File: config.mk
export PLATFORM = sky130hd
export DESIGN_NAME = sseg_banner_rotator
export DESIGN_NICKNAME = d
export VERILOG_FILES = /design/src/rtl/sseg_banner_rotator.sv
export SDC_FILE = /design/constraint.sdc
export NUM_CORES = 1
export LEC_CHECK = 0
export CORE_MARGIN = 3
export CORE_UTILIZATION = 35
export DETAILED_ROUTE_END_ITERATION = 7
export HOLD_SLACK_MARGIN = 0.05
export RECOVER_POWER = 50
export SLEW_MARGIN = 10
export SYNTH_ARGS = -nofsm -noshare
export SYNTH_HDL_FRONTEND = slang
export SYNTH_SLANG_ARGS = --single-unit
File: constraint.sdc
create_clock -name clk -period 5.2 [get_ports clk]
set_clock_uncertainty 0.15 [all_clocks]
set_input_delay 1.3 -clock clk [delete_from_list [all_inputs] [get_ports clk]]
set_output_delay 1.3 -clock clk [all_outputs]
set_load 0.005 [all_outputs]
File: src/rtl/sseg_banner_rotator.sv
// Rotating-banner source: stores a hex message and scrolls an 8-nibble circular
// window across it at a fixed step rate for the seven-segment display driver.
module sseg_banner_rotator #(
    parameter int MSG_LEN  = 16,
    parameter int TICK_DIV = 50_000_000
) (
    input  logic        clk,
    input  logic        reset,
    input  logic        enable,
    input  logic        dir,
    input  logic        restart,
    input  logic        wr_en,
    input  logic [3:0]  wr_addr,
    input  logic [3:0]  wr_data,
    output logic [31:0] current_disp,
    output logic        step_pulse,
    output logic [3:0]  pos
);

    localparam int             PW       = (TICK_DIV > 1) ? $clog2(TICK_DIV) : 1;
    localparam logic [PW-1:0]  PS_LAST  = PW'(TICK_DIV - 1);
    localparam logic [3:0]     POS_LAST = 4'(MSG_LEN - 1);
    localparam logic [4:0]     LEN5     = 5'(MSG_LEN);

    typedef enum logic {
        IDLE,
        RUN
    } state_t;

    state_t        state, state_nx;
    logic [PW-1:0] prescale, prescale_nx;
    logic [3:0]    pos_nx;
    logic          step;
    logic [3:0]    msg [16];
    logic [31:0]   window;

    always_ff @(posedge clk) begin
        if (reset) begin
            state      <= IDLE;
            prescale   <= '0;
            pos        <= '0;
            step_pulse <= 1'b0;
        end else begin
            state      <= state_nx;
            prescale   <= prescale_nx;
            pos        <= pos_nx;
            step_pulse <= step;
        end
    end

    // Restart is applied last so it overrides a step landing on the same edge.
    always_comb begin
        state_nx    = state;
        prescale_nx = prescale;
        pos_nx      = pos;
        step        = 1'b0;
        case (state)
            IDLE: begin
                prescale_nx = '0;
                if (enable) state_nx = RUN;
            end
            RUN: begin
                if (!enable) begin
                    state_nx    = IDLE;
                    prescale_nx = '0;
                end else if (prescale == PS_LAST) begin
                    prescale_nx = '0;
                    step        = 1'b1;
                end else begin
                    prescale_nx = prescale + 1'b1;
                end
            end
            default: state_nx = IDLE;
        endcase
        if (step) begin
            if (dir) pos_nx = (pos == 4'd0) ? POS_LAST : pos - 4'd1;
            else     pos_nx = (pos == POS_LAST) ? 4'd0 : pos + 4'd1;
        end
        if (restart) begin
            pos_nx      = '0;
            prescale_nx = '0;
            step        = 1'b0;
        end
    end

    // pos < MSG_LEN and k < 8 <= MSG_LEN, so a single subtraction wraps the index.
    always_comb begin
        logic [4:0] idx;
        window = '0;
        for (int k = 0; k < 8; k++) begin
            idx = {1'b0, pos} + 5'(k);
            if (idx >= LEN5) idx = idx - LEN5;
            window[31-4*k -: 4] = msg[idx[3:0]];
        end
    end

    always_ff @(posedge clk) begin
        if (reset) begin
            for (int i = 0; i < 16; i++) msg[i] <= 4'h0;
            current_disp <= 32'h0;
        end else begin
            if (wr_en && ({1'b0, wr_addr} < LEN5)) msg[wr_addr] <= wr_data;
            current_disp <= window;
        end
    end

endmodule
==> flow_metrics.tcl, run 1 <==
set metrics [dict create \
    timing.rr.start "pos[2]$_SDFFE_PP0P_" \
    drt_iter0_markers 478 \
    switchingPower_mw 0.567 \
    worstPathCellList "dlygate4sd3_1 -> clkbuf_1 -> nand2b_1 -> o22ai_1" \
    cts_setup_buffers 0 \
    top_level_ports 51 \
    top_usage_layer "met2" \
    start_util 0.362 \
    fin_crit_sh 0.665 \
    hpwlAfterDp_um 14100 \
    syn_area_per_cell_um2 12.2 \
    drt-pass1-iter-count 5 \
    grt_max_degree 66 \
    drive_gt1_frac 0.189 \
    run_status "complete, no violations" \
    min_period_ns 3.46 \
    critPathSlowestCell "dlygate4sd3_1" \
    vias_per_cell 5.77 \
    use_met1 0.225 \
    row_count 52 \
    yosys_warnings 0 \
    grt_pass1_vias 5045 \
    ctsHoldBuffers 0 \
    r2r_slack_ns 2.06 \
    syn_area_um2 7420 \
    fin_util 0.424 \
    wirelength_um 19000 \
    power_switching_share 0.231 \
    clockBufferDepth 2 \
    setup_tns_ns 0 \
    p_comb_frac 0.072 \
    worstSetupPathType "in2reg" \
    critPathMaxFanout 18 \
    ys_top_cells_by_area "edfxtp_1, mux4_2, dfxtp_1" \
    grt_pass1_wl_um 29100 \
    slowest_delay_ns 0.98 \
    drc 0 \
    slew_violations 0 \
    fillCellCount 1921 \
    hold_violations 0 \
    die_x_um 152 \
    p_clk_frac 0.461 \
    use_met3 0.0375 \
    ant_nets 0 \
    setup_viol_count_final 0 \
    synthFlopType "edfxtp_1" \
    h-tree-depth 4 \
    ctsResizeCount 0 \
    antenna_found_initial 0 \
    synthDominantCellAreaShare 0.259 \
    synthTopCellsByCount "and2_1, mux2i_1, dfxtp_1, edfxtp_1, mux4_2" \
    setup.worst_path.end "current_disp[17]$_SDFF_PP0_" \
    portBuffers 50 \
    syn_nets 634 \
    place_congestion 0.930 \
    core_area_um2 20500 \
    detail_route.wl_per_cell_um 20.6 \
    clk_pin_slew_worst_paths_ns 0.05 \
    start_kind "input port" \
    p_per_area_nw_per_um2 283 \
    ys_ff_latch 128 \
    route.vias.total 5337 \
    clock_latency_ns 0.43 \
    async_reset_ff_frac 0 \
    area_delta_synth_final_pct 17.2 \
    end_kind "flop" \
    fmax_mhz 289 \
    p_int_mw 1.89 \
    syn_inst 610 \
    grt_overflow 0 \
    critPathArrivalTime_ns 3.58 \
    slew_headroom 0.204 \
    grt.total_usage 0.171 \
    synth-edff-count 64 \
    cts_buffers 17 \
    drv_cap 0 \
    num_antenna_cells 0 \
    synth.largest_area_cell "edfxtp_1" \
    rsz0062_at_grt "no" \
    synth_seq_area_share 0.432 \
    p_leak_nw 2.85 \
    fp.dieH_um 152 \
    required_ns 5.32 \
    synthDistinctLibCells 42 \
    cts_root_buffer "clkbuf_16" \
    dieArea_um2 23000 \
    worst_pin_slew_ns 1.19 \
    cts_tree "done" \
    crit_start "reset" \
    cts_sinks 128 \
    layout.nets 666 \
    vdd_ir_drop_max_v 0.000181 \
    holdCritPathClass "reg2reg" \
    p_seq_frac 0.467 \
    reg2reg_depth 6 \
    met2_usage 0.266 \
    regToRegEndpoint "pos[3]$_SDFFE_PP0P_" \
]
placed cells by master (no fill, tap or decap), drive strengths merged, types with 3 or more instances in the layout:
master and count:
xnor2 9, dfxtp 64, nand4 7, and4 5, a21oi 21, nand2 14
nor2b 3, ha 10, buf 3, dlygate4sd3 36, clkbuf 23, xor2 9
inv 11, or3 7, nor3 5, and2 66, nand3 9, mux4 64
clkinv 5, or2 23, o22ai 32, nand2b 9, o31ai 9, o21ai 7
or4 12, edfxtp 64, nor2 28, mux2i 65, clkdlybuf4s50 14
metrics by stage:
stage	hold slack [ns]	power, mW	cell area [um2]	std cells	setup slack (ns)
after floorplan	0.264	1.25	7420	610	1.78
after global placement	0.273	1.34	8130	893	1.56
after detailed placement	0.282	1.35	8130	893	1.52
after CTS	0.292	2.48	8690	925	1.97
after global routing	0.314	2.53	8690	925	1.65
final	0.285	2.46	8690	925	1.74
metal layers:
metal,vias to the layer above,share of wire
met4,0,0.040
met2,253,0.47
li1,2411,-
met3,32,0.079
met1,2641,0.41
met5,-,0
how the worst min path moves through the flow:
stage,slack [ns],to,from,cells after the start
2_1_floorplan,0.26,prescale[0]$_SDFF_PP0_,prescale[0]$_SDFF_PP0_,1
3_3_place_gp,0.27,prescale[0]$_SDFF_PP0_,prescale[0]$_SDFF_PP0_,1
3_5_place_dp,0.28,prescale[0]$_SDFF_PP0_,prescale[0]$_SDFF_PP0_,1
4_1_cts,0.29,prescale[0]$_SDFF_PP0_,prescale[0]$_SDFF_PP0_,1
5_1_grt,0.31,prescale[0]$_SDFF_PP0_,prescale[0]$_SDFF_PP0_,1
6_report,0.28,prescale[0]$_SDFF_PP0_,prescale[0]$_SDFF_PP0_,1
registers in the layout, summed over array words and instances, names as in the netlist:
register	cells
pos	4
state	1
step_pulse	1
msg	64
current_disp	32
prescale	26
cell type report:
| cell class | count | area, um2 | area share |
|---|---|---|---|
| flip-flops and latches | 128 | 3210 | 0.369 |
| inverters | 9 | 33.8 | 0.00389 |
| clock inverters | 10 | 85.1 | 0.00979 |
| well taps | 270 | 338 | 0.0389 |
| multi-input cells | 432 | 4030 | 0.463 |
| clock buffers | 22 | 475 | 0.0547 |
| repair buffers | 54 | 527 | 0.0606 |
power by group through the flow:
stage	logic (mW)	registers (mW)	clock network [mW]
finish	0.176	1.15	1.13
global route	0.189	1.15	1.19
CTS	0.183	1.15	1.15
detailed placement	0.182	1.17	0
global placement	0.179	1.16	0
floorplan	0.102	1.15	0
logic make-up after synthesis:
kind of cell / count (synthesis) / synth area share
DFF: 128 / 0.432
AOI/OAI and AO/OA: 76 / 0.0634
adders and majority gates: 10 / 0.0169
muxes: 129 / 0.282
buffers and inverters: 50 / 0.0261
and+or+nand+nor: 199 / 0.158
xor gates and xnor gates: 18 / 0.0213
critical path, delay by kind of cell:
family | cells | cell delay [ns]
buffers and inverters | 2 | 1.71
and+or+nand+nor | 1 | 0.36
AOI/OAI and AO/OA | 1 | 0.19
No activity file was read; power rests on OpenSTA's default activity.
==> inputs of run 2 (changes only) <==
==> constraint.sdc (replaced) <==
create_clock -name clk -period 3 [get_ports clk]
set_clock_uncertainty 0.15 [all_clocks]
set_input_delay 0.75 -clock clk [delete_from_list [all_inputs] [get_ports clk]]
set_output_delay 0.75 -clock clk [all_outputs]
set_load 0.005 [all_outputs]
==> run 2 against run 1 <==
Critical path depth is 3 lower. Sequential share of layout area is 0.67 points lower. Combinational power is 76% higher. Flip-flop and latch count stayed put. Final cell count is 0.97% higher. Critical endpoint is now pos[3]. Highest routed layer unchanged.
==> flow_metrics.tcl, run 2 (same netlist as run 1, synthesis figures left out) <==
set metrics [dict create \
    ant_nets 0 \
    top_level_ports 51 \
    place_inst 902 \
    seq_area_um2 3210 \
    slew_violations 0 \
    critPathArrivalTime_ns 1.73 \
    h-tree-depth 4 \
    worstSetupPathType "reg2out" \
    timing.rr.start "pos[0]$_SDFFE_PP0P_" \
    antenna_found_initial 0 \
    drc 0 \
    fp.dieH_um 152 \
    worstHoldStart "prescale[0]$_SDFF_PP0_" \
    start_util 0.362 \
    largest_registers "msg x64, current_disp x32, prescale x26" \
    required_ns 2.10 \
    final_common_cell "mux2i_1" \
    fin_crit_sh 0.876 \
    detail_route.wl_per_cell_um 20.4 \
    clockBufferDepth 2 \
    start_kind "flop" \
    end_kind "output port" \
    slowest_delay_ns 0.68 \
    slew_headroom 0.212 \
    setup_tns_ns 0 \
    top_register "msg" \
    grt_overflow 0 \
    run_status "complete, no violations" \
    fin_util 0.432 \
    reg2reg_depth 4 \
    fillCellCount 1881 \
    setup_viol_count_final 0 \
    ctsResizeCount 0 \
    grt_pass1_vias 5166 \
    crit_buf_inv 1 \
    layout.nets 675 \
    path_delay_family "flip-flops" \
    grt.total_usage 0.170 \
    vdd_ir_drop_max_v 0.000347 \
    num_antenna_cells 0 \
    drv_cap 0 \
    clk_pin_slew_worst_paths_ns 0.06 \
    critPathMaxFanout 12 \
    core_area_um2 20500 \
    cts_sinks 128 \
    worst_pin_slew_ns 1.17 \
    r2r_slack_ns 0.43 \
    holdPathStages 1 \
    area_delta_synth_final_pct 19.4 \
    cts_setup_buffers 0 \
    drive_gt1_frac 0.203 \
    hpwlAfterDp_um 14300 \
    p_per_area_nw_per_um2 501 \
    regToRegEndpoint "current_disp[26]$_SDFF_PP0_" \
    hold_slack_ns 0.308 \
    vias_per_cell 5.71 \
    grt_pass1_wl_um 29300 \
    largest_reg_flops 64 \
    layout_common_cells "mux2i_1, mux4_2, edfxtp_1" \
    whs_endpoint "prescale[0]$_SDFF_PP0_" \
    route.vias.total 5329 \
    ctsHoldBuffers 0 \
    row_count 52 \
    worstPathCellList "clkdlybuf4s50_1" \
    place_congestion 0.917 \
    rsz0062_at_grt "no" \
    clock_latency_ns 0.42 \
    holdCritPathClass "reg2reg" \
    min_period_ns 2.63 \
    p_leak_nw 2.91 \
    critPathSlowestCell "dfxtp_1" \
    portBuffers 50 \
    fmax_mhz 381 \
    die_x_um 152 \
    drt_iter0_markers 442 \
    multi_input_area_um2 4030 \
    hold_violations 0 \
    cts_tree "done" \
    cts_root_buffer "clkbuf_16" \
    grt_max_degree 67 \
    dieArea_um2 23000 \
    wirelength_um 19100 \
    stdcell_count 934 \
    cts_buffers 17 \
    drt-pass1-iter-count 5 \
]
## run 2: metrics by stage
step                      total power, mW  setup WS, ns  instance area (um2)
final                                4.44         0.372                 8860
after CTS                            4.49         0.351                 8870
after global routing                 4.59         0.211                 8860
after detailed placement             2.34         0.233                 8240
after global placement               2.33         0.301                 8240
after floorplan                      2.17        0.0649                 7430
## run 2: metal layers
| metal | GRT usage | wire length [um] |
|---|---|---|
| met1 | 0.225 | 8070 |
| met2 | 0.264 | 9080 |
| met3 | 0.0431 | 1200 |
| met4 | 0.0759 | 719 |
| met5 | 0 | 0 |
## run 2: how the worst max path moves through the flow
stage | start | endpoint | slack, ns | cells past startpoint
final | pos[3]$_SDFFE_PP0P_ | pos[3] | 0.37 | 1
after global routing | pos[0]$_SDFFE_PP0P_ | current_disp[1]$_SDFF_PP0_ | 0.21 | 4
after CTS | pos[3]$_SDFFE_PP0P_ | pos[3] | 0.35 | 1
after detailed placement | reset | msg[0][2]$_SDFFCE_PN0P_ | 0.23 | 5
after global placement | enable | pos[2]$_SDFFE_PP0P_ | 0.30 | 5
after floorplan | pos[1]$_SDFFE_PP0P_ | current_disp[17]$_SDFF_PP0_ | 0.06 | 10
## run 2: power by group
part           switching [mW]  leakage [nW]  internal, mW  total (mW)
clock network           0.753         0.312          1.39        2.14
registers              0.0745          1.14          1.91        1.99
logic                   0.147          1.46         0.163       0.310
total                   0.975          2.91          3.46        4.44
## run 2: layout make-up
cell class              instances  area share
multi-input cells             432       0.455
flip-flops and latches        128       0.362
repair buffers                 63      0.0699
clock buffers                  26      0.0640
well taps                     270      0.0381
clock inverters                 6     0.00706
inverters                       9     0.00381
